==> config.mk <==
export PLATFORM = sky130hd
export DESIGN_NAME = disp_vram_rdresp_flat
export DESIGN_NICKNAME = d
export VERILOG_FILES = /design/src/rtl/disp_vram_rdresp_pkg.sv /design/src/rtl/disp_vram_rdresp_if.sv /design/src/rtl/disp_vram_rdresp_fifo2.sv /design/src/rtl/disp_vram_rdresp.sv /design/src/flat_wrapper.sv
export SDC_FILE = /design/constraint.sdc
export NUM_CORES = 1
export LEC_CHECK = 0
export BUFFER_PORTS_ARGS = -buffer_cell sky130_fd_sc_hd__clkbuf_2
export CORE_ASPECT_RATIO = 0.9
export CORE_MARGIN = 2
export CORE_UTILIZATION = 50
export CTS_CLUSTER_SIZE = 28
export DETAILED_ROUTE_END_ITERATION = 12
export PLACE_DENSITY = 0.81
export SKIP_CTS_REPAIR_TIMING = 1
export SYNTH_ARGS = -nofsm -noshare
export SYNTH_HDL_FRONTEND = slang
export SYNTH_SLANG_ARGS = --single-unit
==> constraint.sdc <==
create_clock -name ACLK -period 6.9 [get_ports ACLK]
set_input_delay 1.035 -clock ACLK [delete_from_list [all_inputs] [get_ports ACLK]]
set_output_delay 1.035 -clock ACLK [all_outputs]
set_load 0.005 [all_outputs]
==> src/rtl/disp_vram_rdresp_pkg.sv <==
// disp_rdresp_pkg: response codes, FSM states and beat sizing shared by disp_vram_rdresp
// Contents: RESP_OKAY/RESP_SLVERR, state_t {S_IDLE, S_BURST, S_DRAIN}, BEAT_BYTES, beat_shift()
package disp_rdresp_pkg;
    localparam logic [1:0] RESP_OKAY   = 2'b00;
    localparam logic [1:0] RESP_SLVERR = 2'b10;
    localparam int DEF_DATA_W = 64;
    localparam int BEAT_BYTES = DEF_DATA_W / 8;
    typedef enum logic [1:0] {S_IDLE, S_BURST, S_DRAIN} state_t;
    function automatic int beat_shift(input int data_w);
        return $clog2(data_w / 8);
    endfunction
endpackage

==> src/rtl/disp_vram_rdresp_if.sv <==
// disp_vram_rdresp_if: AR and R channel bundle between the display VRAM read master and its responder
// Signals: araddr/arlen/arvalid/arready (address), rdata/rresp/rlast/rvalid/rready (read data)
// Modports: master drives AR and rready; slave drives arready and the R payload
interface disp_vram_rdresp_if
    import disp_rdresp_pkg::*;
#(
    parameter int DATA_W = DEF_DATA_W
);
    logic [31:0]       araddr;
    logic [7:0]        arlen;
    logic              arvalid;
    logic              arready;
    logic [DATA_W-1:0] rdata;
    logic [1:0]        rresp;
    logic              rlast;
    logic              rvalid;
    logic              rready;
    modport master (
        output araddr, arlen, arvalid, rready,
        input  arready, rdata, rresp, rlast, rvalid
    );
    modport slave (
        input  araddr, arlen, arvalid, rready,
        output arready, rdata, rresp, rlast, rvalid
    );
endinterface

==> src/rtl/disp_vram_rdresp_fifo2.sv <==
// disp_rdresp_fifo2: two-entry output buffer for read beats
// Ports: ACLK, ARST (sync, active-high); push/din write an entry; pop retires head;
//        head is the oldest entry, count is the occupancy (0..2)
module disp_rdresp_fifo2 #(
    parameter int W = 67
) (
    input  logic         ACLK,
    input  logic         ARST,
    input  logic         push,
    input  logic         pop,
    input  logic [W-1:0] din,
    output logic [W-1:0] head,
    output logic [1:0]   count
);
    logic [W-1:0] mem [2];
    logic wp, rp;
    assign head = mem[rp];
    always_ff @(posedge ACLK) begin
        if (ARST) begin
            wp <= 1'b0;
            rp <= 1'b0;
            count <= 2'd0;
            mem[0] <= '0;
            mem[1] <= '0;
        end else begin
            if (push) begin
                mem[wp] <= din;
                wp <= ~wp;
            end
            if (pop) rp <= ~rp;
            count <= count + 2'(push) - 2'(pop);
        end
    end
endmodule

==> src/rtl/disp_vram_rdresp.sv <==
// disp_vram_rdresp: AXI3-style INCR read responder serving bursts from a synchronous-read BRAM port
// Ports: ACLK, ARST (sync, active-high); axi = AR/R channels (slave modport);
//        mem_addr/mem_en to the BRAM, mem_rdata valid one cycle after mem_en
// Build option: DISP_RDRESP_PATTERN_EN returns replicated word indices instead of BRAM data
//               and holds mem_en low; the default build reads the BRAM
module disp_vram_rdresp
    import disp_rdresp_pkg::*;
#(
    parameter int          DATA_W    = DEF_DATA_W,
    parameter int          MEM_AW    = 16,
    parameter logic [31:0] BASE_ADDR = 32'h2000_0000
) (
    input  logic               ACLK,
    input  logic               ARST,
    disp_vram_rdresp_if.slave  axi,
    output logic [MEM_AW-1:0]  mem_addr,
    output logic               mem_en,
    input  logic [DATA_W-1:0]  mem_rdata
);
    localparam int SHIFT = beat_shift(DATA_W);
    localparam int EW = DATA_W + 3;
    state_t st;
    logic arready_q, inf_v, inf_last, inf_err;
    logic pop, issue, in_range, fifo_push, fifo_pop;
    logic [31:0] idx;
    logic [7:0] beats_left;
    logic [1:0] cnt;
    logic [2:0] occ;
    logic [DATA_W-1:0] beat_data;
    logic [EW-1:0] inf_entry, fifo_head, head;
`ifdef DISP_RDRESP_PATTERN_EN
    logic [31:0] inf_idx;
    assign beat_data = {(DATA_W/32){inf_idx}};
    assign mem_en = 1'b0;
    always_ff @(posedge ACLK) inf_idx <= idx;
`else
    assign beat_data = mem_rdata;
    assign mem_en = issue & in_range;
`endif
    assign in_range = (idx >> MEM_AW) == 32'd0;
    assign mem_addr = idx[MEM_AW-1:0];
    assign inf_entry = {inf_err ? {DATA_W{1'b0}} : beat_data, inf_err ? RESP_SLVERR : RESP_OKAY, inf_last};
    // The in-flight beat is presented directly when the buffer is empty, so the
    // first beat is valid the cycle BRAM data arrives; it is buffered only if not taken.
    assign head = cnt != 2'd0 ? fifo_head : (inf_v ? inf_entry : '0);
    assign axi.rvalid = cnt != 2'd0 || inf_v;
    assign axi.rdata = head[EW-1:3];
    assign axi.rresp = head[2:1];
    assign axi.rlast = head[0];
    assign axi.arready = arready_q;
    assign pop = axi.rvalid & axi.rready;
    assign fifo_pop = pop && cnt != 2'd0;
    assign fifo_push = inf_v && !(pop && cnt == 2'd0);
    // Occupancy after this cycle's pop, counting the beat in flight; a new issue must keep it within 2.
    assign occ = 3'(cnt) + 3'(inf_v) - 3'(pop);
    assign issue = st == S_BURST && occ < 3'd2;
    disp_rdresp_fifo2 #(.W(EW)) u_fifo (
        .ACLK(ACLK), .ARST(ARST), .push(fifo_push), .pop(fifo_pop),
        .din(inf_entry), .head(fifo_head), .count(cnt)
    );
    always_ff @(posedge ACLK) begin
        if (ARST) begin
            st <= S_IDLE;
            arready_q <= 1'b0;
            idx <= 32'd0;
            beats_left <= 8'd0;
            inf_v <= 1'b0;
            inf_last <= 1'b0;
            inf_err <= 1'b0;
        end else begin
            inf_v <= issue;
            inf_last <= issue && beats_left == 8'd0;
            inf_err <= issue && !in_range;
            case (st)
                S_IDLE:
                    if (axi.arvalid && arready_q) begin
                        idx <= (axi.araddr - BASE_ADDR) >> SHIFT;
                        beats_left <= axi.arlen;
                        arready_q <= 1'b0;
                        st <= S_BURST;
                    end else arready_q <= 1'b1;
                S_BURST:
                    if (issue) begin
                        idx <= idx + 32'd1;
                        beats_left <= beats_left - 8'd1;
                        if (beats_left == 8'd0) st <= S_DRAIN;
                    end
                S_DRAIN:
                    if (pop && axi.rlast) begin
                        st <= S_IDLE;
                        arready_q <= 1'b1;
                    end
                default: st <= S_IDLE;
            endcase
        end
    end
endmodule

==> src/flat_wrapper.sv <==
// flat-port wrapper written by rule: the top's interface ports become plain ports
module disp_vram_rdresp_flat import disp_rdresp_pkg::*;
#(
    parameter int          DATA_W    = DEF_DATA_W,
    parameter int          MEM_AW    = 16,
    parameter logic [31:0] BASE_ADDR = 32'h2000_0000
)
  (ACLK, ARST, mem_addr, mem_en, mem_rdata, axi_araddr, axi_arlen, axi_arvalid, axi_rready, axi_arready, axi_rdata, axi_rresp, axi_rlast, axi_rvalid);
  disp_vram_rdresp_if #(.DATA_W(DATA_W)) axi_i ();
  input  logic ACLK;
  input  logic ARST;
  output logic [MEM_AW-1:0] mem_addr;
  output logic mem_en;
  input  logic [DATA_W-1:0] mem_rdata;
  input wire logic [$bits(axi_i.araddr)-1:0] axi_araddr;
  input wire logic [$bits(axi_i.arlen)-1:0] axi_arlen;
  input wire logic [$bits(axi_i.arvalid)-1:0] axi_arvalid;
  input wire logic [$bits(axi_i.rready)-1:0] axi_rready;
  output wire logic [$bits(axi_i.arready)-1:0] axi_arready;
  output wire logic [$bits(axi_i.rdata)-1:0] axi_rdata;
  output wire logic [$bits(axi_i.rresp)-1:0] axi_rresp;
  output wire logic [$bits(axi_i.rlast)-1:0] axi_rlast;
  output wire logic [$bits(axi_i.rvalid)-1:0] axi_rvalid;
  assign axi_i.araddr = axi_araddr;
  assign axi_i.arlen = axi_arlen;
  assign axi_i.arvalid = axi_arvalid;
  assign axi_i.rready = axi_rready;
  assign axi_arready = axi_i.arready;
  assign axi_rdata = axi_i.rdata;
  assign axi_rresp = axi_i.rresp;
  assign axi_rlast = axi_i.rlast;
  assign axi_rvalid = axi_i.rvalid;
  disp_vram_rdresp #(.DATA_W(DATA_W), .MEM_AW(MEM_AW), .BASE_ADDR(BASE_ADDR)) u_core (.ACLK(ACLK), .ARST(ARST), .axi(axi_i), .mem_addr(mem_addr), .mem_en(mem_en), .mem_rdata(mem_rdata));
endmodule
== Yosys cells after proc, flatten, opt, wreduce, memory -nomap -nowiden ==
Memories as Yosys holds them, arrays and structs flattened. A register that Yosys moved wholly into a read port is not among the register bits.
Index checks and enable logic that the tools add are counted.

* Memory bits (writable): 134
* Flip-flop bits (word level): 50
* Output and inout port bits: 86
* Memories: 1
* Input port bits: 108
* Word-level logic and storage cells: 79

{| class="wikitable"
|+ Memory list
! name !! depth !! bits a word !! rd ports !! clocked after Yosys merged registers in !! wr ports !! line !! source
|-
| u_core.u_fifo.mem || 2 || 67 || 1 || 1 || 2 || disp_vram_rdresp_fifo2.sv:15 || <nowiki>logic [W-1:0] mem [2];</nowiki>
|}

* Bitwise operators: 4
* Add/subtract/negate cells: 7
* Reduce and logical (&&, ||, !) cells: 22
* Multiplexer cells: 28
* Magnitude comparators: 1
* Eq/ne operators: 6

{| class="wikitable"
|+ Operators by type and width
! cell !! number
|-
| $mux W67 || 3
|-
| $reduce_or A67 Y1 || 1
|-
| $mux W32 || 2
|-
| $mux W64 || 1
|-
| $pmux W32 S2 || 1
|-
| $add A32 B1 Y32 const B || 1
|-
| $logic_not A32 Y1 || 1
|-
| $sub A32 B30 Y32 const B || 1
|-
| $mux W8 || 2
|-
| $pmux W8 S2 || 1
|-
| $mux W1 || 11
|-
| $mux W2 || 5
|-
| $logic_and A1 B1 Y1 || 8
|-
| $logic_not A8 Y1 || 1
|-
| $sub A8 B1 Y8 const B || 1
|-
| $ne A2 B1 Y1 const B || 3
|-
| $pmux W2 S3 || 1
|-
| $reduce_bool A2 Y1 || 3
|-
| $logic_not A2 Y1 || 2
|-
| $reduce_and A4 Y1 || 1
|-
| $add A2 B1 Y3 || 1
|-
| $lt A3 B2 Y1 const B || 1
|-
| $reduce_and A3 Y1 || 1
|-
| $sub A3 B1 Y3 || 1
|-
| 11 further kinds || 14
|}

== Depth between registers and ports, before layout ==
Gate-level depths: netlist of the first run.

* Word-level depth: 11
* Mapped depth: 14
* Gate-level depth less buffers: 11

== Hierarchy ==
A second synthesis of the first run with hierarchy kept.

* Cells, all modules: 1130
* Area total of the unflattened synthesis: 10462.5 um2

{| class="wikitable"
|+ By module, submodules not included
! module !! instances !! area each (um2) !! cells each
|-
| disp_rdresp_fifo2 || 1 || 6199.7 || 453
|-
| disp_vram_rdresp || 1 || 4262.8 || 677
|}

== Worst setup path before layout of the first run ==
OpenSTA, ideal clock, no wires.

* Path kind: input port to flip-flop
* Start point: input axi_rready
* End point: memory u_core.u_fifo.mem[0][0], enable pin
* Buffers on the path: 0
* Data required time: 6.319 ns
* Arrival time: 5.884 ns
* Stages on the path: 2
* Path slack: 0.434 ns
* Library setup time: 0.581 ns
* Cell sequence: a21o_1 > o21ai_0

{| class="wikitable"
|+ RTL lines
! what !! line !! source
|-
| start, declared || flat_wrapper.sv:18 || <nowiki>input wire logic [$bits(axi_i.rready)-1:0] axi_rready;</nowiki>
|-
| end, declared || disp_vram_rdresp_fifo2.sv:15 ||
|}

== Worst setup path in the final report of the first run ==
* Start point: register u_core.u_fifo.count[1]
* End point: output mem_en

* Longest elaborated chain between the ends: 7

{| class="wikitable"
|+ Ends and longest elaborated chain
! what !! line !! source
|-
| start, declared || disp_vram_rdresp_fifo2.sv:13 || <nowiki>output logic [1:0] count</nowiki>
|-
| start signal, assigned || disp_vram_rdresp_fifo2.sv:31 || <nowiki>count <= count + 2'(push) - 2'(pop);</nowiki>
|-
| $reduce_bool A2 Y1 || disp_vram_rdresp.sv:46 || <nowiki>assign axi.rvalid = cnt != 2'd0 || inf_v;</nowiki>
|-
| $logic_or A1 B1 Y1 || disp_vram_rdresp.sv:46 ||
|-
| $and A1 B1 Y1 || disp_vram_rdresp.sv:51 || <nowiki>assign pop = axi.rvalid & axi.rready;</nowiki>
|-
| $sub A3 B1 Y3 (*) || disp_vram_rdresp.sv:55 || <nowiki>assign occ = 3'(cnt) + 3'(inf_v) - 3'(pop);</nowiki>
|-
| $lt A3 B2 Y1 (*) || disp_vram_rdresp.sv:56 || <nowiki>assign issue = st == S_BURST && occ < 3'd2;</nowiki>
|-
| $logic_and A1 B1 Y1 (*) || disp_vram_rdresp.sv:56 ||
|-
| $and A1 B1 Y1 (*) || disp_vram_rdresp.sv:38 || <nowiki>assign mem_en = issue & in_range;</nowiki>
|-
| end, declared || flat_wrapper.sv:13 || <nowiki>output logic mem_en;</nowiki>
|}

Mark *: on every way between the ends. The rest lies on a longest branch, timed or not.

==> summary.md, run 1 <==
| Metric | Value |
|---|---|
| CP arrival | `3.68 ns` |
| Worst setup path class | `reg -> out` |
| Minimum clock period | `4.71 ns` |
| Worst r2r dst | `u_core.idx[30]` |
| Layout Area Growth over Synthesis | `15.9%` |
| HP Class | `reg -> reg` |
| Total Wirelength | `23.4 mm` |
| Async SR Flop Fraction | `0` |
| Cell Area, Synth | `9600 sq um` |
| Diode count | `0` |
| CTS H-tree depth | `4` |
| Worst vdd ir | `0.177 mV` |
| Layout cells sized above 1 | `0.221` |
| Reg2reg start | `u_core.u_fifo.count[1]` |
| Worst endpoint required time | `5.86 ns` |
| DRT iter0 DRCs | `783` |
| Power per standard cell area | `335 nW/um^2` |
| CTS tree | `yes` |
| CP startpoint kind | `flop` |
| TritonCTS sink count | `183` |
| Synth top area share | `0.413` |
| DIE AREA | `20300 sq um` |
| Area after DPL | `10600 sq um` |
| Worst hold start | `u_core.beats_left[1]` |
| Syn_area_per_cell | `9.44 sq um` |
| GRT Total Usage | `0.230` |
| Vias in the first global route | `7301` |
| Initial antenna violation count | `0` |
| Ys Warns | `0` |
| Ports | `194` |
| First-pass GRT wire length | `36.9 mm` |
| Reg-to-reg setup timing slack | `2.81 ns` |
| # setup viols final | `0` |
| Synth area leader | `edfxtp_1` |
| Layout Nets | `1253` |
| Routed Antenna Nets | `0` |
| Unrepaired setup endpoints after global routing | `no` |
| Setup TNS | `0 ns` |
| Final Cell Area | `11100 sq um` |
| DRC violations left | `0` |
| Worst-Skew Late Latency | `0.43 ns` |
| Top fanout value on the critical path | `41` |
| Max-slew violation count | `0` |
| End-of-flow core utilization | `0.586` |
| Root Buffer | `clkbuf_16` |
| Cell row count | `48` |
| Largest family of logic cells by synthesized area | `simple AND/OR/NAND/NOR gates` |
| Largest cells by area after synthesis | `edfxtp_1 (41%), dfxtp_1 (11%), mux2i_1 (7.4%)` |
| Synth Area in Simple Gates | `0.230` |
| Synth cell types | `66` |
| Final hold violation count | `0` |
| Hpwl dp | `14.9 mm` |
| Vias/cell | `5.79` |
| Hold slack | `0.500 ns` |
| Port bufs | `189` |
| LEAKAGE | `4.45 nW` |
| Routed WL per cell | `16.7 microns` |
| Core area | `19000 sq um` |
| Clock Path Buffers | `2` |
| Cells after Synth | `1016` |
| Final period utilization | `0.683` |
| Largest net degree at the start of global routing | `96` |
| Sequential share of the synthesized area | `0.519` |
| Max_slew headroom | `0.326` |
| Multiplexer share of the synthesized area | `0.0776` |
| Cts bufs inserted | `17` |
| Detailed Routing Iterations Pass 1 | `7` |
| R2R depth | `10` |
| Total of max-cap violations | `0` |
| Die X | `150 microns` |
| Post-Synth Adder-Cell Area | `0.0112` |
| Global placement routability congestion | `0.930` |
| Syn Nets | `1132` |
| Number of flops mapped to enable cells by yosys | `132` |
| Hold EP | `u_core.beats_left[1]` |
| Post-Synth XOR/XNOR Area | `0.00730` |
| Yosys reg bits | `183` |
| Reg clk slew, reported paths | `0.07 ns` |
| Via count | `8103` |
| Clock Skews | `0.0104 ns` |
| Endpoint class of the critical path | `output pin` |
| Top_reg_cell synth | `edfxtp_1` |
| Starting Density | `0.506` |
| Worst Tran Pin Value | `1.01 ns` |
| GR Overflow Total | `0` |
| Post-synthesis compound-gate area fraction | `0.102` |
| Status | `finished, final reports clean` |
| Fmax | `0.212 GHz` |
| Hold depth | `2` |
| Die Y-Extent | `135 microns` |
## layer usage
metal	global-route usage	vias up	wire, microns
met5	0	-	0
met4	0.0781	0	399
met3	0.0404	28	1550
met2	0.367	310	10900
met1	0.319	3826	10500
li1	-	3939	-
## cell usage in the layout (no fill, tap or decap), types with 5 or more instances in the layout
cell type and count:
clkbuf_2 189, nor2_1 173, edfxtp_1 132, nand2_1 110, o21ai_0 83, nand4_1 76, mux2i_1 71, dfxtp_1 49
nand3_1 34, a21oi_1 32, clkbuf_16 17, inv_1 13, buf_4 12, nor4_1 11, nor3_1 11, a31oi_1 9
ha_1 7, inv_8 7, nor2b_1 6, xnor2_1 5, and4_1 5, and3_1 5
## how the worst max path moves through the flow
stage / start / to
2_1_floorplan: axi_rready / u_core.u_fifo.mem[0][0]
3_3_place_gp: ARST / u_core.u_fifo.mem[1][56]
3_5_place_dp: ARST / u_core.u_fifo.mem[1][37]
4_1_cts: u_core.u_fifo.count[1] / mem_en
5_1_grt: u_core.u_fifo.count[1] / mem_en
6_report: u_core.u_fifo.count[1] / mem_en
## Yosys cell counts, drive strengths merged, types with 4 or more instances
master	instances
nor2	174
nor4	13
nor3	11
and3	5
mux2i	71
inv	14
a31oi	10
nor2b	6
or3	5
nand3	35
edfxtp	132
nand4	79
buf	33
o21ai	87
clkbuf	66
xnor2	5
o22ai	4
ha	7
a21oi	32
dfxtp	51
and4	5
nand2	112
## final cells by class
class                      instances  area, sq um
timing repair buffer             201         1040
multi-input combinational        719         4170
inverter                          15         57.6
tap                              250          313
clock buffer                      17          425
fill                            1641         7860
clock inverter                    15          136
sequential                       183         4990
## logic make-up after synthesis
family | after synthesis
and+or+nand+nor | 460
DFF | 183
AOI/OAI and AO/OA | 168
buffers and inverters | 114
muxes | 74
adders and majority gates | 8
xor gates and xnor gates | 8
other | 1
## report_power, final
part / internal (mW) / switching [mW] / total (mW)
Combinational: 0.485 / 0.873 / 1.36
Sequential: 1.31 / 0.130 / 1.44
Clock: 0.478 / 0.450 / 0.927
Total: 2.27 / 1.45 / 3.73
## stage by stage
| step | std cells | setup WS (ns) | total power [mW] |
|---|---|---|---|
| after CTS | 1400 | 2.17 | 3.74 |
| final | 1400 | 2.19 | 3.73 |
| after global routing | 1400 | 1.94 | 3.95 |
| after floorplan | 1016 | 0.434 | 2.37 |
| after global placement | 1368 | 2.67 | 2.78 |
| after detailed placement | 1368 | 2.65 | 2.81 |
## worst max-delay path: stages (launching register included)
cell,delay (ns)
dfxtp_1,0.38
nor2_4,0.67
nand2_1,0.16
and2_1,0.20
ha_1,0.26
nor2b_1,0.05
fa_1,0.41
xor2_1,0.34
nand3_1,0.45
nor2_1,0.20
clkbuf_2,0.14
## state kept, by name, indices dropped and copies added (netlist names), named ones only
register / cells
u_core.axi.arready: 1
u_core.beats_left: 8
u_core.idx: 32
u_core.inf_err: 1
u_core.inf_last: 1
u_core.inf_v: 1
u_core.st: 2
u_core.u_fifo.count: 2
u_core.u_fifo.mem: 132
u_core.u_fifo.rp: 1
u_core.u_fifo.wp: 1
Note: power is estimated with default switching activity, not from simulation.
==> run 2, diff against run 1 <==
--- a/config.mk
+++ b/config.mk
@@ -5,6 +5,7 @@
 export SDC_FILE = /design/constraint.sdc
 export NUM_CORES = 1
 export LEC_CHECK = 0
+export ABC_AREA = 1
 export BUFFER_PORTS_ARGS = -buffer_cell sky130_fd_sc_hd__clkbuf_2
 export CORE_ASPECT_RATIO = 0.9
 export CORE_MARGIN = 2
==> constraint.sdc (replaced) <==
create_clock -name ACLK -period 3.8 [get_ports ACLK]
set_input_delay 0.57 -clock ACLK [delete_from_list [all_inputs] [get_ports ACLK]]
set_output_delay 0.57 -clock ACLK [all_outputs]
set_load 0.005 [all_outputs]
==> run 2 against run 1 <==
  * Cell count rose by 12%
  * Count of clock-buffer cells in the layout unchanged
  * Routed wire length is 5.9% higher
  * Die area decreased by 1.2%
  * Synthesized area down 1.2%
  * Global-route usage up 1.4 points
  * Flip-flop and latch count unchanged
  * Non-clock buffer count is 5 higher
  * Sequential power increased by 83%
  * Critical path type unchanged
  * Critical endpoint unchanged
==> summary.md, run 2 <==
| Metric | Value |
|---|---|
| DRT iter0 DRCs | `824 (+5.2%)` |
| Clock power share | `0.251 (+0.002)` |
| Clock Path Buffers | `2 (unchanged)` |
| Cells after Synth | `1174 (+16%)` |
| Pre-CTS setup slack | `0.756 ns (-1.89 ns)` |
| Int Pwr | `4.21 mW (+85%)` |
| Final period utilization | `0.849` |
| Core area | `18500 sq um (-2.7%)` |
| Metal3 WL | `1.97 mm (+27%)` |
| Status | `finished, final reports clean` |
| Max_slew headroom | `0.469 (+0.143)` |
| Fin cells | `1571 (+12%)` |
| Worst-Skew Late Latency | `0.44 ns (about the same)` |
| Met2 Routed Length | `11.8 mm (+7.7%)` |
| Number of flops mapped to enable cells by yosys | `132 (unchanged)` |
| Die X | `149 microns (-0.59%)` |
| Wire length on met1 | `10.6 mm (+1.2%)` |
| Total power | `7.08 mW (+90%)` |
| Global placement routability congestion | `0.931 (about the same)` |
| HP Class | `in -> reg` |
| Syn Nets | `1290 (+14%)` |
| Port bufs | `189 (unchanged)` |
| Largest Register | `u_core.u_fifo.mem` |
| Sw Pwr | `2.87 mW (+98%)` |
| TritonCTS sink count | `183 (unchanged)` |
| Worst setup path class | `reg -> out` |
| Reg power frac | `0.373 (-0.014)` |
| Logic pwr share | `0.377 (+0.013)` |
| Largest net degree at the start of global routing | `68 (-29%)` |
| Total Wirelength | `24.8 mm (+5.9%)` |
| DRC violations left | `0 (unchanged)` |
| CTS H-tree depth | `4 (unchanged)` |
| Top_reg_cell synth | `edfxtp_1` |
| Sequential share of the synthesized area | `0.526 (+0.00631)` |
| Commonest non-fill, non-tap cell in the layout | `nor2_1` |
| Endpoint class of the critical path | `output pin` |
| # setup viols final | `0 (unchanged)` |
| Yosys reg bits | `183 (unchanged)` |
| Fmax | `0.310 GHz` |
| Synth area leader | `edfxtp_1` |
| Top fanout value on the critical path | `7 (-83%)` |
| Synth cell types | `36 (-45%)` |
| First-pass GRT wire length | `39.0 mm (+5.5%)` |
| Layout Nets | `1428 (+14%)` |
| Final worst slack | `0.576 ns (-1.61 ns)` |
| Sw Share | `0.405 (+0.0155)` |
| Routed Antenna Nets | `0 (unchanged)` |
| Ports | `194 (unchanged)` |
| LEAKAGE | `4.69 nW (+5.4%)` |
| GRT Total Usage | `0.244 (+0.0141)` |
| Worst endpoint required time | `3.23 ns (-2.63 ns)` |
| Placed cell count | `1538 (+12%)` |
| Reg clk slew, reported paths | `0.08 ns (about the same)` |
| Synth top area share | `0.418 (+0.00502)` |
| Syn_area_per_cell | `8.08 sq um (-14%)` |
| Vias in the first global route | `7890 (+8.1%)` |
| Reg-to-reg setup timing slack | `0.81 ns (-2.00 ns)` |
| Most frequent cell after synthesis | `nor2_1` |
| Post-synth top cells | `nor2_1 (293), nand2_1 (252), edfxtp_1 (132)` |
| Final hold violation count | `0 (unchanged)` |
| CP arrival | `2.65 ns (-1.03 ns)` |
| CP startpoint kind | `flop` |
| Root Buffer | `clkbuf_16` |
| CTS tree | `yes` |
| Via count | `8636 (+6.6%)` |
| Setup TNS | `0 ns (unchanged)` |
| Detailed Routing Iterations Pass 1 | `5 (-2)` |
| Initial antenna violation count | `2 (+2)` |
| Die Y-Extent | `135 microns (-0.58%)` |
| Max-slew violation count | `0 (unchanged)` |
| Most frequent cells in the layout | `nor2_1 (293), nand2_1 (248), clkbuf_2 (189)` |
| Async SR Flop Fraction | `0 (unchanged)` |
| Ys Warns | `0 (unchanged)` |
| Unrepaired setup endpoints after global routing | `no` |
| Cts bufs inserted | `17 (unchanged)` |
| DIE AREA | `20100 sq um (-1.2%)` |
| Hpwl dp | `16.1 mm (+8.2%)` |
| Cell row count | `47 (-2.1%)` |
| GR Overflow Total | `0 (unchanged)` |
| Total of max-cap violations | `0 (unchanged)` |
| Worst vdd ir | `0.402 mV (+130%)` |
| Top Registers | `u_core.u_fifo.mem: 132 flops, u_core.idx: 32 flops, u_core.beats_left: 8 flops` |
| Layout cells sized above 1 | `0.194 (-0.0269)` |
| Routed WL per cell | `15.8 microns (-5.7%)` |
| Layout Area Growth over Synthesis | `16.7%` |
| Worst Tran Pin Value | `0.797 ns (-0.215 ns)` |
| Power per standard cell area | `640 nW/um^2 (+91%)` |
| Largest cells by area after synthesis | `edfxtp_1 (42%), nor2_1 (12%), dfxtp_1 (11%)` |
| Starting Density | `0.513 (+0.00781)` |
| Cell Area, Synth | `9480 sq um (-1.2%)` |
| Minimum clock period | `3.22 ns` |
| Clock Skews | `0.0163 ns (+0.00595 ns)` |
| Vias/cell | `5.50 (-5.0%)` |
| Highest Signal Layer | `met4` |
| Max FFs per register | `132 (unchanged)` |
==> run 2: cell types whose count changed after synthesis, sizes merged, moves of 10 or more <==
| cell | delta |
|---|---|
| clkbuf | -27 |
| nand2 | +140 |
| mux2i | -71 |
| nor4 | -10 |
| nor2 | +124 |
| o22ai | +61 |
| inv | +43 |
| buf | +15 |
| nand3 | +11 |
| nand4 | -72 |
==> run 2: worst paths after layout <==
| path | endpoint | depth (start not counted) | start |
|---|---|---|---|
| worst min register to register | u_core.u_fifo.rp | 1 | u_core.u_fifo.rp |
| worst max register to register | u_core.idx[29] | 14 | u_core.u_fifo.count[1] |
| worst min-delay path | u_core.idx[7] | 3 | axi_araddr[10] |
| worst max-delay path | mem_en | 9 | u_core.u_fifo.count[1] |
==> run 2: through the flow <==
| stage | area [sq um] | hold WS (ns) | util |
|---|---|---|---|
| 6_report | 11100 | 0.379 | 0.599 |
| 5_1_grt | 11100 | 0.386 | 0.599 |
| 4_1_cts | 11100 | 0.370 | 0.599 |
| 3_5_place_dp | 10500 | 0.442 | 0.567 |
| 3_3_place_gp | 10500 | 0.432 | 0.567 |
| 2_1_floorplan | 9480 | 0.426 | - |
==> run 2: kinds of logic (layout without fill, tap and decap cells) <==
group | Yosys count | after routing | share of synthesized area
AND/OR/NAND/NOR | 619 | 619 | 0.263
AO/OA/AOI/OAI | 215 | 215 | 0.126
flip-flops | 183 | 183 | 0.526
buffers and inverters | 145 | 296 | 0.0703
adder cells (fa/ha/maj) | 8 | 8 | 0.0113
XOR/XNOR | 3 | 3 | 0.00277
other | 1 | 2 | 0.000396
==> run 2: layout make-up <==
class,count,area [sq um]
antenna,1,2.50
clock buffer,17,425
clock inverter,15,174
fill,1615,7400
inverter,58,218
multi-input combinational,846,3840
sequential,183,4990
tap,245,307
timing repair buffer,206,1110
==> run 2: worst max-delay path, stage by stage, from the launching register on <==
cell and delay [ns]:
dfxtp_1 0.36, nor2_2 0.27, a21oi_1 0.14, ha_1 0.30
nor2_1 0.14, fa_1 0.42, inv_1 0.09, nand4_2 0.16
nor2_1 0.22, clkbuf_2 0.14
==> run 2: metal layers <==
layer,up-vias,track usage
li1,4216,-
met1,4000,0.336
met2,393,0.397
met3,27,0.0463
met4,0,0.0709
met5,-,0
==> run 2: power groups by stage <==
stage,clock network [mW],registers [mW],logic [mW]
after CTS,1.80,2.63,2.68
after global placement,0,2.66,2.61
after detailed placement,0,2.67,2.67
after global routing,1.87,2.67,3.02
final,1.77,2.64,2.67
after floorplan,0,2.61,1.88
==> run 3, diff against run 2 <==
==> constraint.sdc (replaced) <==
create_clock -name ACLK -period 2.8 [get_ports ACLK]
set_input_delay 0.42 -clock ACLK [delete_from_list [all_inputs] [get_ports ACLK]]
set_output_delay 0.42 -clock ACLK [all_outputs]
set_load 0.005 [all_outputs]
==> run 3 against run 2 <==
  * Die area unchanged
  * Combinational power increased by 46%
  * Setup slack got worse by 0.50 ns
  * Clock power increased by 41%
  * Sequential power increased by 36%
  * Via count increased by 1.1%
  * Cell count increased by 0.32%
  * Global-route usage increased by 0.74 points
  * Flip-flop and latch count unchanged
  * Worst hold slack got worse by 0.14 ns
==> summary.md, run 3 (synthesis gave the netlist of run 2 again) <==
| Metric | Value |
|---|---|
| Vias in the first global route | `8199 (+3.9%)` |
| Most frequent cells in the layout | `nor2_1 (291), nand2_1 (248), clkbuf_2 (189)` |
| Initial antenna violation count | `0 (-2)` |
| Sequential cell area | `4990 sq um (about the same)` |
| Pre-CTS setup slack | `0.116 ns (-0.640 ns)` |
| Via count | `8732 (+1.1%)` |
| Clock Skews | `0.0195 ns (+0.00320 ns)` |
| Vias/cell | `5.54 (+0.79%)` |
| Layout Nets | `1434 (+0.42%)` |
| Crit-path most repeated cell | `nor2_2` |
| Routed Antenna Nets | `0 (unchanged)` |
| DIE AREA | `20100 sq um (unchanged)` |
| GRT Total Usage | `0.252 (+0.00735)` |
| Layout cells sized above 1 | `0.203 (+0.00889)` |
| Multi-input logic area | `3870 sq um (+0.59%)` |
| CP arrival | `2.31 ns (-0.34 ns)` |
| Minimum clock period | `2.73 ns` |
| Starting Density | `0.513 (unchanged)` |
| Die Y-Extent | `135 microns (unchanged)` |
| Critical path cell sequence | `nor2_4 > a21oi_2 > ha_1 > nor2_2 > fa_1 > inv_2 > nand4_4 > nor2_2 > clkbuf_2` |
| Setup TNS | `0 ns (unchanged)` |
| Final worst slack | `0.0731 ns (-0.502 ns)` |
| CTS tree | `yes` |
| Hpwl dp | `16.6 mm (+3.4%)` |
| TritonCTS sink count | `183 (unchanged)` |
| Power per standard cell area | `886 nW/um^2 (+39%)` |
| DRT iter0 DRCs | `944 (+15%)` |
| Max_slew headroom | `0.480 (+0.0109)` |
| GR Overflow Total | `0 (unchanged)` |
| Reg-to-reg setup timing slack | `0.27 ns (-0.54 ns)` |
| Status | `finished, final reports clean` |
| Root Buffer | `clkbuf_16` |
| CTS H-tree depth | `4 (unchanged)` |
| WP buf/inv | `2 (unchanged)` |
| DRC violations left | `0 (unchanged)` |
| Filler Cells Inserted | `1650 (+2.2%)` |
| Final period utilization | `0.974` |
| Grt met2 use | `0.400 (+0.00282)` |
| Die X | `149 microns (unchanged)` |
| Final hold violation count | `0 (unchanged)` |
| Worst endpoint required time | `2.38 ns (-0.85 ns)` |
| Worst Tran Pin Value | `0.780 ns (-0.0163 ns)` |
| Reg clk slew, reported paths | `0.08 ns (about the same)` |
| CP startpoint kind | `flop` |
| Hold slack | `0.240 ns (-0.139 ns)` |
| Top Registers | `u_core.u_fifo.mem: 132 flops, u_core.idx: 32 flops, u_core.beats_left: 8 flops` |
| Max-slew violation count | `0 (unchanged)` |
| Diode count | `0 (-1)` |
| R2R depth | `12 (-2)` |
| Hold depth | `3 (unchanged)` |
| HP Class | `in -> reg` |
| LEAKAGE | `4.77 nW (+1.7%)` |
| Number of cells on the critical path | `9 (unchanged)` |
| Slowest-stage cell, CP | `fa_1` |
| Fmax | `0.367 GHz` |
| Routed WL per cell | `16.0 microns (+1.6%)` |
| CP peak stage delay | `0.43 ns (about the same)` |
| Hold EP | `u_core.idx[7]` |
| Worst setup path class | `reg -> out` |
| Worst r2r dst | `u_core.idx[3]` |
| Crit path max-delay family | `adder cells` |
| Clock Path Buffers | `2 (unchanged)` |
| Gr busiest metal | `met2` |
| Worst vdd ir | `0.533 mV (+32%)` |
| Global placement routability congestion | `0.945 (+1.6%)` |
| Core area | `18500 sq um (unchanged)` |
| Worst-Skew Late Latency | `0.43 ns (about the same)` |
| Cell row count | `47 (unchanged)` |
| Cts bufs inserted | `17 (unchanged)` |
| Top fanout value on the critical path | `5 (-2)` |
| Endpoint class of the critical path | `output pin` |
| Largest Register | `u_core.u_fifo.mem` |
| Met3 Use GR | `0.0473 (+0.00101)` |
| Reg2reg start | `u_core.u_fifo.count[1]` |
| Commonest non-fill, non-tap cell in the layout | `nor2_1` |
| Layout Area Growth over Synthesis | `18.5%` |
| Total Wirelength | `25.3 mm (+1.9%)` |
| Area after DPL | `10600 sq um (+1.1%)` |
| Grt met1 use | `0.346 (+0.0101)` |
| Ports | `194 (unchanged)` |
| # setup viols final | `0 (unchanged)` |
| First-pass GRT wire length | `40.2 mm (+3.2%)` |
| Max FFs per register | `132 (unchanged)` |
| Worst hold start | `axi_araddr[10]` |
| Detailed Routing Iterations Pass 1 | `5 (unchanged)` |
| Final Cell Area | `11200 sq um (+1.5%)` |
| Total of max-cap violations | `0 (unchanged)` |
| Port bufs | `189 (unchanged)` |
| Largest net degree at the start of global routing | `68 (unchanged)` |
run 3: cell count changes in the layout (fill, tap and decap cells not counted), sizes merged:
| cell | delta |
|---|---|
| buf | +6 |
| clkinv | -3 |
| bufinv | +1 |
| clkinvlp | -1 |
| diode | -1 |
| inv | +3 |
run 3: how the worst max path moves through the flow:
stage	startpoint	end	slack, ns
after floorplan	ARST	u_core.u_fifo.mem[0][0]	0.33
after global placement	axi_rready	u_core.idx[3]	0.19
after detailed placement	axi_rready	u_core.idx[3]	0.12
after CTS	u_core.u_fifo.count[1]	mem_en	-0.09
after global routing	u_core.u_fifo.count[1]	mem_en	-0.03
final	u_core.u_fifo.count[1]	mem_en	0.07
run 3: routing by layer:
layer | wire [microns] | up-vias
li1 | - | 4227
met1 | 10700 | 4043
met2 | 11900 | 412
met3 | 2110 | 50
met4 | 597 | 0
met5 | 0 | -
run 3: final cells by class:
type | instances | area share
multi-input cells | 846 | 0.344
clock inverters | 15 | 0.0167
repair buffers | 212 | 0.111
clock buffers | 17 | 0.0379
flip-flops and latches | 183 | 0.444
inverters | 58 | 0.0194
well taps | 245 | 0.0273
run 3: per-stage QoR:
stage                      util  cells  power [mW]
final                     0.609   1576        9.96
after global routing      0.609   1576        10.6
after CTS                 0.606   1574        9.90
after detailed placement  0.573   1542        7.42
after global placement    0.573   1542        7.33
after floorplan               -   1174        6.09
run 3: worst min-delay path, delay by kind of cell:
family | cells | cell delay (ns)
buffers and inverters | 1 | 0.08
AND/OR/NAND/NOR | 1 | 0.05
AO/OA/AOI/OAI | 1 | 0.07
run 3: where the power goes:
part           switching, mW  internal (mW)
Combinational           2.47           1.42
Clock                   1.19           1.30
Sequential             0.305           3.27
Total                   3.97           5.99
